==> src/rtl/serial_bit_reverser_pkg.sv <==
// Shared types and constants for the bit-serial word reverser.
// Latency: n/a (declarations only).
// Backpressure: n/a.
package serial_bit_reverser_pkg;

    // Default data word width; the datapath assumes a power of two, at least 2.
    localparam int WIDTH_DEF = 16;

    // Controller states. Encoding 2'd3 is unused and is treated as IDLE.
    typedef enum logic [1:0] {
        IDLE  = 2'd0,
        SHIFT = 2'd1,
        DONE  = 2'd2
    } state_e;

    // Repack direction captured alongside the source word.
    localparam logic MODE_PASS = 1'b0;
    localparam logic MODE_REV  = 1'b1;

    // True when v is a power of two no smaller than 2.
    function automatic logic is_pow2(input int v);
        return (v >= 2) && ((v & (v - 1)) == 0);
    endfunction

endpackage : serial_bit_reverser_pkg

==> src/rtl/btr_shift_acc.sv <==
// Source/accumulator shift pair: unpacks src LSB first, repacks into acc.
// Latency: one bit per shift cycle; WIDTH shifts per word, last flags the final one.
// Backpressure: none; load and shift are driven by the controller and never stall.
//
// Ports:
//   clk, rst    clock, asynchronous active-high reset
//   load        capture load_dat into src, clear acc and cnt
//   shift       move one bit from src[0] into acc
//   dir         MODE_REV: shift acc left (reverse); MODE_PASS: shift acc right (pass)
//   load_dat    source word
//   acc_nxt     value acc takes at the coming edge (includes the bit shifted now)
//   last        high while the shift in progress is the final one (cnt == WIDTH-1)
module btr_shift_acc
    import serial_bit_reverser_pkg::*;
#(
    parameter  int WIDTH = WIDTH_DEF,
    localparam int CNT_W = $clog2(WIDTH)
) (
    input  logic             clk,
    input  logic             rst,
    input  logic             load,
    input  logic             shift,
    input  logic             dir,
    input  logic [WIDTH-1:0] load_dat,
    output logic [WIDTH-1:0] acc_nxt,
    output logic             last
);

    logic [WIDTH-1:0] src_q, src_d;
    logic [WIDTH-1:0] acc_q, acc_d;
    logic [CNT_W-1:0] cnt_q, cnt_d;

    always_comb begin
        src_d = src_q;
        acc_d = acc_q;
        cnt_d = cnt_q;
        if (load) begin
            src_d = load_dat;
            acc_d = '0;
            cnt_d = '0;
        end else if (shift) begin
            src_d = src_q >> 1;
            // Left shift lands the first-unpacked LSB in the MSB after WIDTH
            // steps (reversal); right shift lands it back in the LSB (pass).
            if (dir == MODE_REV) begin
                acc_d = {acc_q[WIDTH-2:0], src_q[0]};
            end else begin
                acc_d = {src_q[0], acc_q[WIDTH-1:1]};
            end
            // Free-running wrap back to 0 after the final shift.
            cnt_d = cnt_q + CNT_W'(1);
        end
    end

    always_ff @(posedge clk or posedge rst) begin
        if (rst) begin
            src_q <= '0;
            acc_q <= '0;
            cnt_q <= '0;
        end else begin
            src_q <= src_d;
            acc_q <= acc_d;
            cnt_q <= cnt_d;
        end
    end

    assign acc_nxt = acc_d;
    assign last    = (cnt_q == CNT_W'(WIDTH - 1));

endmodule : btr_shift_acc

==> src/rtl/serial_bit_reverser.sv <==
// Bit-serial word reverser / pass-through with start/busy/done handshake.
// Latency: done in the cycle after the WIDTH-th shift edge; one word per WIDTH+2 cycles.
// Backpressure: start is only sampled in IDLE; requests while busy are dropped, not queued.
//
// Ports:
//   clk, rst  clock, asynchronous active-high reset (clears out as well)
//   start     request, accepted only in IDLE
//   in        source word, captured when start is accepted
//   en        1 = bit-reverse, 0 = pass-through; captured with in
//   busy      high in SHIFT and DONE
//   done      one-cycle pulse, out valid
//   out       result register, updated only at completion
module serial_bit_reverser
    import serial_bit_reverser_pkg::*;
#(
    parameter  int WIDTH = WIDTH_DEF,
    localparam int CNT_W = $clog2(WIDTH)
) (
    input  logic             clk,
    input  logic             rst,
    input  logic             start,
    input  logic [WIDTH-1:0] in,
    input  logic             en,
    output logic             busy,
    output logic             done,
    output logic [WIDTH-1:0] out
);

    if (!is_pow2(WIDTH)) begin : g_width_check
        $error("serial_bit_reverser: WIDTH must be a power of two, at least 2");
    end

    state_e           state_q, state_d;
    logic             mode_q, mode_d;
    logic [WIDTH-1:0] out_q, out_d;

    logic             in_idle;
    logic             in_shift;
    logic             in_done;
    logic             sa_load;
    logic [WIDTH-1:0] sa_acc_nxt;
    logic             sa_last;

    // Any encoding other than SHIFT/DONE behaves as IDLE, so a corrupted
    // state register recovers on the next edge.
    assign in_shift = (state_q == SHIFT);
    assign in_done  = (state_q == DONE);
    assign in_idle  = !in_shift && !in_done;

    assign sa_load  = in_idle && start;

    btr_shift_acc #(
        .WIDTH (WIDTH)
    ) u_shift_acc (
        .clk      (clk),
        .rst      (rst),
        .load     (sa_load),
        .shift    (in_shift),
        .dir      (mode_q),
        .load_dat (in),
        .acc_nxt  (sa_acc_nxt),
        .last     (sa_last)
    );

    always_comb begin
        state_d = state_q;
        mode_d  = mode_q;
        out_d   = out_q;
        if (in_shift) begin
            if (sa_last) begin
                // Publish the completed word, including the bit shifted now.
                out_d   = sa_acc_nxt;
                state_d = DONE;
            end
        end else if (in_done) begin
            state_d = IDLE;
        end else begin
            state_d = IDLE;
            if (start) begin
                mode_d  = en;
                state_d = SHIFT;
            end
        end
    end

    always_ff @(posedge clk or posedge rst) begin
        if (rst) begin
            state_q <= IDLE;
            mode_q  <= MODE_PASS;
            out_q   <= '0;
        end else begin
            state_q <= state_d;
            mode_q  <= mode_d;
            out_q   <= out_d;
        end
    end

    assign busy = in_shift || in_done;
    assign done = in_done;
    assign out  = out_q;

endmodule : serial_bit_reverser

==> config.mk <==
export PLATFORM = sky130hd
export DESIGN_NAME = serial_bit_reverser
export DESIGN_NICKNAME = d
export VERILOG_FILES = /design/src/rtl/serial_bit_reverser_pkg.sv /design/src/rtl/btr_shift_acc.sv /design/src/rtl/serial_bit_reverser.sv
export SDC_FILE = /design/constraint.sdc
export NUM_CORES = 1
export LEC_CHECK = 0
export BUFFER_PORTS_ARGS = -buffer_cell sky130_fd_sc_hd__buf_2
export CORE_AREA = 2 2 69 71
export CTS_BUF_LIST = sky130_fd_sc_hd__clkbuf_16
export DETAILED_ROUTE_END_ITERATION = 10
export DIE_AREA = 0 0 71 73
export GPL_TIMING_DRIVEN = 1
export PLACE_DENSITY_LB_ADDON = 0.05
export SLEW_MARGIN = 0
export SYNTH_ARGS = -nofsm -noshare
export SYNTH_HDL_FRONTEND = slang
export SYNTH_HIERARCHICAL = 1
export SYNTH_SLANG_ARGS = --single-unit
==> constraint.sdc <==
create_clock -name clk -period 3.6 [get_ports clk]
set_input_delay 0.18 -clock clk [delete_from_list [all_inputs] [get_ports clk]]
set_output_delay 0.18 -clock clk [all_outputs]
set_load 0.01 [all_outputs]
After elaboration in Yosys (flattened, before gate mapping)
Cells that the tools add are included.
{"block": "word_totals", "input_bits": 20, "romBits": 0, "elab_cells": 32, "regBits": 55, "output_inout_bits": 18, "ram_bits": 0, "mem_count": 0, "latchBits": 0}
{"block": "op_classes", "reduce_logical": 8, "shift": 0, "div": 0, "order_cmp": 0, "bitwise_logic": 2, "n_mul": 0, "add_sub_neg": 1, "n_eq_ne": 4, "n_mux": 11}
{"op": "two-way mux 16 bit", "count": 5}
{"op": "two-way mux 4 bit", "count": 2}
{"op": "adder 4 x 1 -> 4 bit (second input constant)", "count": 1}
{"op": "== test 4 bit (second input constant)", "count": 1}
{"op": "two-way mux 2 bit", "count": 2}
{"op": "AND reduction 3 bit", "count": 1}
{"op": "== test 2 x 1 -> 1 bit (second input constant)", "count": 1}
{"op": "== test 2 bit (second input constant)", "count": 1}
{"op": "logical AND 1 bit", "count": 2}
{"op": "zero test 1 bit", "count": 2}
{"op": "two-way mux 1 bit", "count": 2}
{"op": "!= test 2 x 1 -> 1 bit (second input constant)", "count": 1}
{"op": "inverter 1 bit", "count": 2}
{"op": "AND reduction 2 bit", "count": 1}
{"op": "nonzero test 2 bit", "count": 1}
{"op": "logical OR 1 bit", "count": 1}

Depth between registers and ports, before layout
Gate-level depths: netlist of run 1.
{"block": "logic_depth", "ltp_word": 5, "mapped_depth": 7, "depth_no_buf": 5}

By module
The synthesis of run 1 kept the hierarchy.
{"module": "btr_shift_acc", "area_per_inst_um2": 1729.2, "cells_per_inst": 159, "n_inst": 1}
{"module": "serial_bit_reverser", "area_per_inst_um2": 819.5, "cells_per_inst": 51, "n_inst": 1}

Worst setup path after synthesis of run 1
OpenSTA, ideal clock, no wires.
{"block": "synth_path", "path_kind": "register -> register", "startpoint": "reg state_q[0]", "endpoint": "reg out_q[11] (netlist: out[11])", "stages_incl_launch_ff": 8, "synth_period_minus_slack_ns": 1.726, "arrival_ns": 1.601, "required_ns": 3.475, "setup_slack_ns": 1.874, "cell_sequence": "dfrtp_1 > inv_1 > ha_1 > and2_1 > buf_2 > clkbuf_1 > a211oi_1 > mux2_4"}
{"block": "synth_between", "elab_chain_cells": 5}
{"item": "start, declared", "line_no": "serial_bit_reverser.sv:33", "rtl": "state_e state_q, state_d;"}
{"item": "start signal, assigned", "line_no": "serial_bit_reverser.sv:92", "rtl": "state_q <= state_d;"}
{"item": "== test 2 x 1 -> 1 bit / == test 2 bit (equally long branches)", "line_no": "serial_bit_reverser.sv:46, serial_bit_reverser.sv:47"}
{"item": "zero test 1 bit", "line_no": "serial_bit_reverser.sv:48", "rtl": "assign in_idle = !in_shift && !in_done;"}
{"item": "logical AND 1 bit *", "line_no": "serial_bit_reverser.sv:48"}
{"item": "logical AND 1 bit *", "line_no": "serial_bit_reverser.sv:50", "rtl": "assign sa_load = in_idle && start;"}
{"item": "named net sa_load", "line_no": "serial_bit_reverser.sv:40", "rtl": "logic sa_load;"}
{"item": "two-way mux 16 bit *", "line_no": "btr_shift_acc.sv:37", "rtl": "if (load) begin"}
{"item": "named net sa_acc_nxt[11]", "line_no": "serial_bit_reverser.sv:41", "rtl": "logic [WIDTH-1:0] sa_acc_nxt;"}
{"item": "end signal, assigned", "line_no": "serial_bit_reverser.sv:94", "rtl": "out_q <= out_d;"}
{"item": "end, declared", "line_no": "serial_bit_reverser.sv:35", "rtl": "logic [WIDTH-1:0] out_q, out_d;"}
The timed path passes the listed nets; every way through them passes the cells marked *.
A chain may end at the register's enable or synchronous reset.

Worst setup path after layout of run 1
Ends and elaborated chain as after synthesis.

==> summary by stage, run 1 <==
Setup path
The arrival time at the worst endpoint is 2350 ps. Together, buffers and inverters on the worst path number 2. In this design, the largest share of critical-path delay is due to simple AND/OR/NAND/NOR gates.

STA puts the critical path data required time at 3770 ps. For this run, the slowest stage of the critical path takes 640 ps. The signal on the critical path passes through inv_1, ha_1, and2_1, buf_4, a211oi_1, mux2_4. The kind of launch point of the worst setup path is a register. The top fanout value on the critical path is 23.

STA classifies the critical path endpoint as a register. The slowest stage cell on the critical path is and2_1. The start-to-end type of the worst setup path is reg2reg.

Power
In this run the power spent charging and discharging nets is 821 uW. The clock share of power is 0.196. The internal portion of the total power is 1440 uW. The sequential share of power is 0.440. The peak supply drop is 0.387 mV. For this design the ratio of total power to cell area is 792 mW/mm^2. The switching share of total power is 0.363.

In this run the static leakage power is 0.00131 uW. The share of total power dissipated in combinational logic is 0.364.

Cells and area
The number of antenna diodes in the final layout is 0. The fraction of layout cells with a size suffix above 1 is 0.281. Relative to the synthesized area, the layout overhead comes to 12.1%.

In the final design database the tool counted 267 nets.

Global route
The via count of the first global-routing pass was 1692. The initial antenna violation count is 0. For met3 alone, demand over resource in global routing was 0.0442. In this run the most used layer during global routing was met2.

The largest net degree at the start of global routing is 37. The global routing usage summed across all routing layers is 0.195. Global routing finished with a remaining overflow of 0. The first global-routing pass estimated 7.94 mm of wire. The global routing usage on met1 is 0.250.

For met2 alone, demand over resource in global routing was 0.323.

Clock network
The clock latency on the worst-skew pair is 280 ps. The number of buffers added to fix hold violations after cts is 0. Buffers added to address setup during post-CTS repair amount to 0. Clock tree synthesis selected as its root buffer the cell clkbuf_16. CTS built an H-tree with a depth of 2. After clock tree synthesis, the clock-pin slew on the worst setup and hold paths is 60 ps. The worst-case clock buffer depth is 2.

TritonCTS built the clock tree. The number of sinks handled by clock tree synthesis is 55. The CTS buffer count is 5. The number of gates given a new drive strength after cts is 0.

Floorplan
The horizontal die dimension is 71 um. The core area is 0.00454 mm^2. The die height is 73 um.

The count of boundary I/O pins is 38. The die covers 0.00518 mm^2. After floorplanning, the core was divided into 25 placement rows. The starting density of the core is 0.562.

Route
The routed wirelength normalized by instance count is 15.5 um. Using the TritonRoute via totals, the vias-per-cell ratio works out to 5.64. The detailed router finished its first iteration with 97 violations. For this block, the via count after detailed routing is 1668. The number of DRC violations after detailed routing is 0. The post-detailed-route count of antenna-violating nets is 0. The first TritonRoute pass finished after 4 iterations. For this block, the routed nets add up to 4.60 mm of wire.

STA
In this run the tightest slew margin relative to its limit is 0.420. The number of max-slew violations in the final report came to 0. The transition time at the pin with the least slew margin is 870 ps. Hold timing on the final database bottoms out at a slack of 8.05 ps. The final period utilization is 0.605. The number of hold violations in the final report is 0. The fmax is 459 MHz. Setup violations remaining at the end of the flow were counted as 0. Setup repair after global routing left no endpoint under its margin. The setup total negative slack is 0 ps. On the final layout, the worst clock skew is 2.94 ps. The smallest clock period supported by the final layout is computed as 2180 ps.

Yosys
The average footprint of a synthesized cell is 12.1 um^2. The count of distinct cell types in the synthesized netlist is 27. Counting every net in the synthesized netlist gives 234. The gate count of the mapped netlist is 210.

The mapped netlist covers 0.00255 mm^2. The portion of the post-synthesis area used by sequential elements is 0.540. The total of warnings raised by yosys is 6. In this run, synthesis produced a sequential element count of 55.

Placement
At the end of routability-driven placement, the weighted congestion stood at 0.787. The detailed placer's ending HPWL is 3.10 mm. Buffers placed on the I/O ports in this run total 37.

Outcome
The flow ran to the end, and the final reports show no timing, DRC or antenna violations.

Run
The tool flagged a number of max-cap violations equal to 0.

Min path
The tightest min-delay check is of the in2async type.
## power groups by stage
stage	sequential, uW	combinational (uW)	clock [uW]
after global placement	998	787	0
after CTS	994	831	456
after global routing	1020	939	476
final	995	824	443
after floorplan	922	771	0
after detailed placement	1000	826	0
## worst min-delay path, cell delays in order
cell	delay, ps
buf_2	100
inv_1	40
buf_4	410
## path summary, 6_finish.rpt
kind / start / endpoint / slack [ps] / cells past startpoint
setup / recovery: state_q[0] / out[11] / 1420 / 6
max in group asynchronous: rst / out[13] / 3060 / 2
hold reg to reg: out[8] / out[8] / 500 / 1
min in group clk: in[11] / u_shift_acc/src_q[11] / 100 / 3
hold / removal: rst / u_shift_acc/src_q[2] / 8 / 3
setup reg to reg: state_q[0] / out[11] / 1420 / 6
## metal layers
metal	vias to the layer above	wire length (um)
met5	-	0
met4	0	90
met3	11	163
met2	38	2290
met1	823	2050
li1	796	-
## final cells by class
cell class                 count  area (um^2)
sequential                    55         1380
clock buffer                   5          125
tap                           54         67.6
multi-input combinational    134         1050
fill                         367         1680
clock inverter                 1         3.75
inverter                       6         22.5
timing repair buffer          41          215
## kinds of logic after synthesis
group           count (synthesis)  synth area share
compound gates                 35            0.0893
simple gates                   43            0.0727
flops                          55             0.540
mux                            51             0.224
fa+ha+maj                       4            0.0196
buf+inv                        21            0.0506
xor+xnor                        1           0.00344
## registers in the layout, indices dropped and copies added, names as in the netlist
signal,count
out,16
u_shift_acc/cnt_q,4
state_q,2
mode_q,1
u_shift_acc/src_q,16
u_shift_acc/acc_q,16
## through the flow
stage	setup slack, ps	instances	area (um^2)	util	power [uW]
final	1420	296	2860	0.630	2260
after detailed placement	1430	290	2730	0.601	1830
after CTS	1400	296	2860	0.630	2280
after floorplan	1870	210	2550	-	1690
after global routing	1210	296	2860	0.630	2440
after global placement	1500	290	2730	0.601	1780
## synth_stat cells
cell / instances / area, um^2
buf_6: 3 / 33.8
a21oi_1: 1 / 5.00
mux2_2: 9 / 101
nand2_1: 16 / 60.1
o21ai_0: 15 / 75.1
and3_1: 1 / 6.26
a211oi_1: 16 / 120
xnor2_1: 1 / 8.76
mux2_4: 10 / 150
mux2i_1: 32 / 320
nand2b_1: 1 / 6.26
dfrtp_1: 55 / 1380
a22o_1: 1 / 8.76
and2_1: 1 / 6.26
o32ai_1: 1 / 8.76
inv_1: 6 / 22.5
clkbuf_1: 6 / 22.5
buf_12: 1 / 20.0
buf_2: 3 / 15.0
nor2_1: 20 / 75.1
nand3b_1: 1 / 7.51
a21bo_2: 1 / 10.0
nand4_1: 1 / 6.26
ha_1: 4 / 50.1
nand2_4: 1 / 11.3
nor2b_1: 1 / 6.26
buf_4: 2 / 15.0
## cell usage in the layout (no fill, tap or decap), types with 3 or more instances in the layout
cell	synthesis	final
dfrtp_1	55	55
buf_2	3	37
inv_1	6	7
a211oi_1	16	16
mux2_4	10	10
buf_4	2	4
nand2_1	16	16
o21ai_0	15	15
mux2_2	9	9
ha_1	4	3
mux2i_1	32	32
clkbuf_16	0	5
nor2_1	20	20
Power figures use the tool's default switching activity.
==> inputs of run 2 (changes only) <==
- CORE_AREA: 2 2 69 71 -> 2 2 74 76
- DIE_AREA: 0 0 71 73 -> 0 0 76 78
- clock period: 3.6 -> 1.87 ns (I/O delays scaled with it)
==> run 2 against run 1 <==
Effect of this change:
- combinational power up 110%
- worst setup slack lost 1300 ps
- via count fell by 1.8%
- utilization fell by 4.4 points
- clock power rose by 110%
- routed wire length increased by 0.85%
- power rose by 100%
- critical path type unchanged
- sequential share of layout area shrank 1.6 points
- non-clock buffer count is 2 higher
==> summary by stage, run 2 (same netlist as run 1, synthesis figures left out) <==
Cells and area
The antenna diode instance count is 0. The synthesis-to-finish area growth is 15.8%. Fill cells in the final layout number 409. The number of nets in the layout is 269. In the layout the commonest cells are dfrtp_1, buf_2, mux2i_1, nor2_1. The number of cells in the finished layout apart from fillers is 316.

The library cell used most frequently in the layout, excluding fill and tap cells, is dfrtp_1. In the final layout, the share of cells above drive strength 1 is 0.293.

Route
The count of nets left with antenna violations once routing finished came out at 0. For this run, design rule violations remaining after detail routing come to 0. The via count is 1638.

Wires add up to 4.64 mm. The total iterations of the first detailed-routing run is 4. After detailed routing, the number of vias per cell comes to 5.18. The routed wirelength normalized by instance count is 14.7 um. The first-iteration detailed-routing DRC count is 99.

Floorplan
The die height is 78 um. The count of boundary I/O pins is 38. In this run the standard cell core region covers 0.00504 mm^2. The floorplan has 26 rows. The starting density of the core is 0.505.

The total die area is 0.00593 mm^2. The horizontal die dimension is 76 um.

Clock network
The number of clock buffers added by TritonCTS is 5. The TritonCTS clock tree is built. The post-CTS repair timing setup buffer count is 0. Counting every sink on the clock net gives 55. The H-tree was split into 2 levels.

The clock latency on the worst-skew pair is 290 ps. The master cell of the clock root buffer is clkbuf_16. Clock-pin slew was measured on the worst setup and hold paths at 70 ps. The worst-case clock buffer depth is 2.

STA
Setup repair after global routing left no endpoint under its margin. The setup skew after layout is 6.28 ps. The fmax is 587 MHz. After routing, the total negative slack on setup checks comes to 0 ps. The number of hold violations in the final report is 0. Setup violations remaining at the end of the flow were counted as 0. Of the available clock period, the critical path in the final layout requires 0.911. The transition time at the pin with the least slew margin is 816 ps. The routed design could run at a clock period as short as 1700 ps.

The worst pin sits at a relative slew slack of 0.455. The number of max-slew violations in the final report was 0.

Power
In this run the static leakage power is 0.00133 uW. IR analysis of the VDD net gives a maximum drop of 0.648 mV. In this run the power density over the cells is 1540 mW/mm^2.

Setup path
Of all nets on the critical path, the largest fanout is 54. The critical path goes through inv_1, ha_1, and2_1, buf_12, a211oi_1, mux2_4. The worst setup path is of the reg2reg kind. The arrival time at the worst endpoint is 1940 ps. The number of buffer and inverter stages on the critical path is 2.

The slowest stage cell on the critical path is dfrtp_1. The worst setup path is launched from a register. The critical path runs through a total of 6 cells.

On the worst path, the slowest cell contributes a delay of 400 ps. The kind of capture point of the worst setup path is a register. The family with the most delay on the worst path is flip-flops. The cell depth of the worst flop-to-flop path is 6. At the worst endpoint, the required time is 2110 ps.

Placement
Detailed placement finished with a half-perimeter wire length of 3.06 mm. The final weighted congestion in routability-driven placement is 0.764. The total placed cells including tap cells is 307. In this run the tool buffered the top-level ports with 37 buffer cells.

Global route
The global routing usage summed across all routing layers is 0.175. The via count of the first global-routing pass is 1687. The first global-routing pass estimated 8.16 mm of wire.

The largest net degree at the start of global routing is 55. The total global routing overflow is 0. The initial antenna violation count is 0.

Outcome
The flow ran to the end, and the final reports show no timing, DRC or antenna violations.

Run
The tool flagged a number of max-cap violations equal to 0.

Min path
Counting instances, the worst hold path has a depth of 3. The min-delay analysis places its worst path in the category in2reg.
==> run 2: path summary, 6_finish.rpt <==
check / from / to / slack, ps
max: state_q[0] / out[4] / 170
max reg2reg: state_q[0] / out[4] / 170
min in group asynchronous: rst / u_shift_acc/cnt_q[1] / 470
max in group asynchronous: rst / out[1] / 840
min reg2reg: out[8] / out[8] / 510
min: in[12] / u_shift_acc/src_q[12] / 2
==> run 2: layer usage <==
layer / part of all wire / global-route usage / up-vias
li1: - / - / 797
met1: 0.45 / 0.216 / 795
met2: 0.49 / 0.302 / 39
met3: 0.045 / 0.0419 / 7
met4: 0.018 / 0.0600 / 0
met5: 0 / 0 / -
==> run 2: cell type report <==
cell class	count	area (um^2)	share of cell area
clock inverters	3	23.8	0.00805
multi-input cells	134	1050	0.354
well taps	70	87.6	0.0297
clock buffers	5	125	0.0424
inverters	6	22.5	0.00763
flip-flops and latches	55	1380	0.466
repair buffers	43	270	0.0916
==> run 2: what timing repair did <==
item | CTS | global route
endpoints found under the hold margin | 55 | 0
setup endpoints to repair | 0 | 0
resized for setup | 0 | 0
hold buffers | 1 | 0
==> run 2: worst reg2reg max path: cells and delay by family (launching register included) <==
| kind | cells | cell delay (ps) |
|---|---|---|
| muxes | 1 | 210 |
| DFF | 1 | 400 |
| and+or+nand+nor | 1 | 170 |
| AOI/OAI and AO/OA | 1 | 310 |
| buffers and inverters | 2 | 240 |
| adders and majority gates | 1 | 300 |
==> run 2: report_power, final <==
| part | internal (uW) | total [uW] | switching (uW) | leakage, uW |
|---|---|---|---|---|
| clock network | 501 | 931 | 430 | 0.0000664 |
| registers | 1580 | 1840 | 266 | 0.000633 |
| logic | 809 | 1770 | 958 | 0.000631 |
==> run 2: through the flow <==
step	power, uW	instance area, um^2	hold WS (ps)	util	setup slack (ps)
global placement	3560	2790	230	0.554	256
floorplan	3260	2550	44.6	-	144
detailed placement	3640	2790	244	0.554	162
finish	4540	2950	2.40	0.585	167
global route	4930	2950	16.4	0.585	33.7
CTS	4590	2950	0.596	0.585	136
==> inputs of run 3 (changes only) <==
- PLACE_DENSITY_LB_ADDON: 0.05 -> 0.3
==> run 3 against run 2 <==
Effect of this change:
- cell area shrank 0.81%
- flip-flop and latch count did not move
- sequential share of layout area up 0.38 points
- clock power fell by 5.9%
- clock skew barely moved
- sequential power is essentially flat
- combinational power shrank 3%
- register-to-register slack improved by 50 ps
- routed wire length down 4.7%
==> summary by stage, run 3 (same netlist as run 1, synthesis figures left out) <==
Floorplan
The total die area is 0.00593 mm^2. The horizontal die dimension is 76 um. The total number of placement rows is 26. The starting density of the core is 0.505. The floorplan step defined a core boundary enclosing 0.00504 mm^2.

For this design the top-level I/O count stands at 38. The die height is 78 um.

Route
The via count is 1625. For this run, the detailed router's first-pass iteration total came to 4. For this block, the initial DRC count from the detailed router was 96. The routed wirelength normalized by instance count is 14.0 um. The number of vias per cell after detailed routing is 5.14.

The post-detailed-route count of antenna-violating nets is 0. In the routed design, unresolved DRC markers number 0. The routed wire length is 4.42 mm.

Setup path
The start-to-end type of the worst setup path is reg2reg. The arrival time at the worst endpoint is 1890 ps. The slowest stage cell on the critical path is dfrtp_1. The top fanout value on the critical path is 54.

Walking the worst path, the cells encountered are inv_1, ha_1, and2_1, buf_12, a211oi_1, mux2_2. The kind of launch point of the worst setup path is a register. The largest stage delay on the critical path is 390 ps. The kind of capture point of the worst setup path is a register. The number of cells on the worst reg-to-reg path is 6.

STA puts the critical path data required time at 2100 ps.

Global route
The total global routing overflow is 0. The via count of the first global-routing pass is 1558. The initial antenna violation count is 0. The largest net degree at the start of global routing is 55.

The first global-routing pass estimated 7.40 mm of wire. The global routing usage summed across all routing layers is 0.159.

Placement
The congestion estimate from routability-driven global placement came to 0.734. The detailed placer's ending HPWL is 2.85 mm. Input and output buffers added on the ports amount to 37.

The total placed cells including tap cells is 307.

Cells and area
The fraction of layout cells with a size suffix above 1 is 0.285. Excluding fillers, the count of instances in the completed layout stands at 316. The synthesis-to-finish area growth is 14.9%. The number of nets in the layout is 269. In the layout the commonest cells are dfrtp_1, buf_2, mux2i_1, nor2_1. The leading cell type in the layout, fill and taps excluded is dfrtp_1. The count of fill cells added during filler insertion is 404. The antenna diode instance count is 0. Measured on the finished design, the core utilization comes to 0.581.

Clock network
TritonCTS built the clock tree. The H-tree was split into 2 levels. The post-CTS repair timing setup buffer count is 0.

The number of sinks handled by clock tree synthesis is 55. The CTS clock-pin slew for the worst setup and hold paths is 70 ps. The clock latency on the worst-skew pair is 290 ps. The master cell of the clock root buffer is clkbuf_16. The number of gates given a new drive strength after cts is 0. Counting the buffers created by CTS gives 5.

The worst-case clock buffer depth is 2. The number of buffers added to fix hold violations after cts is 1.

Power
The design draws 4420 uW. The peak supply drop is 1.09 mV. The clock share of power is 0.198. The analysis attributes to net switching a power of 1580 uW. The internal portion of total power is 2840 uW.

The sequential share of power is 0.415. Of the total power, combinational logic draws 0.387. The static leakage power is 0.00134 uW. The switching share of total power is 0.358. The power density relative to cell area is 1510 mW/mm^2.

STA
Setup violations remaining at the end of the flow were counted as 0. For this run, the top clock speed supported by timing is 604 MHz. The number of hold violations in the final report is 0. For the finished layout, the period the worst path requires is 1660 ps. The number of max-slew violations in the final report is 0. The transition time at the pin with the least slew margin is 774 ps.

The headroom to the max-slew limit is 0.483. The setup skew after layout is 6.10 ps. The final period utilization is 0.886.

Setup repair after global routing left no endpoint under its margin. Summed over all failing endpoints, the final setup total negative slack is 0 ps.

Min path
The worst hold path depth is 3. The type of the tightest min-delay check is in2reg.

Outcome
The flow ran to the end, and the final reports show no timing, DRC or antenna violations.

Run
Max-cap violations in this run came to 0.
## run 3: changes by cell type in the layout (fill, tap and decap cells not counted)
cell / before / now
buf_12: 3 / 2
buf_4: 2 / 3
clkinv_2: 0 / 1
clkinvlp_4: 2 / 0
inv_1: 6 / 8
inv_6: 1 / 0
## run 3: worst max-delay path, delay by kind of cell, from the launching register on
kind | cells | cell delay, ps
buffers and inverters | 2 | 250
adders and majority gates | 1 | 290
muxes | 1 | 210
and+or+nand+nor | 1 | 170
AOI/OAI and AO/OA | 1 | 280
DFF | 1 | 390
## run 3: layout make-up
class	count	area, um^2	share of cell area
clock inverters	3	12.5	0.00427
flip-flops and latches	55	1380	0.470
well taps	70	87.6	0.0299
multi-input cells	134	1050	0.357
clock buffers	5	125	0.0427
repair buffers	43	258	0.0880
inverters	6	22.5	0.00769
## run 3: through the flow
step | hold WS [ps] | area [um^2] | worst slack [ps]
after floorplan | 44.6 | 2550 | 144
after global placement | 242 | 2780 | 237
after detailed placement | 242 | 2780 | 222
after CTS | 7.04 | 2930 | 208
after global routing | 12.5 | 2930 | 63.6
final | 9.98 | 2930 | 214
## run 3: worst paths after layout
kind / to / slack (ps) / startpoint
min in group asynchronous: u_shift_acc/acc_q[8] / 460 / rst
min reg2reg: out[9] / 510 / out[9]
max in group asynchronous: out[0] / 880 / rst
max reg2reg: out[8] / 210 / state_q[0]
min: u_shift_acc/src_q[11] / 10 / in[11]
max: out[8] / 210 / state_q[0]
## run 3: power by group through the flow
stage | sequential, uW | clock (uW) | combinational, uW
2_1_floorplan | 1770 | 0 | 1480
3_3_place_gp | 1850 | 0 | 1670
3_5_place_dp | 1850 | 0 | 1730
4_1_cts | 1830 | 904 | 1740
5_1_grt | 1880 | 954 | 1930
6_report | 1830 | 876 | 1710
## run 3: metal layers
metal  share of wire  vias up  track usage
li1                -      804            -
met1            0.49      788        0.220
met2            0.46       28        0.241
met3           0.038        5       0.0407
met4           0.016        0       0.0655
met5               0        -            0
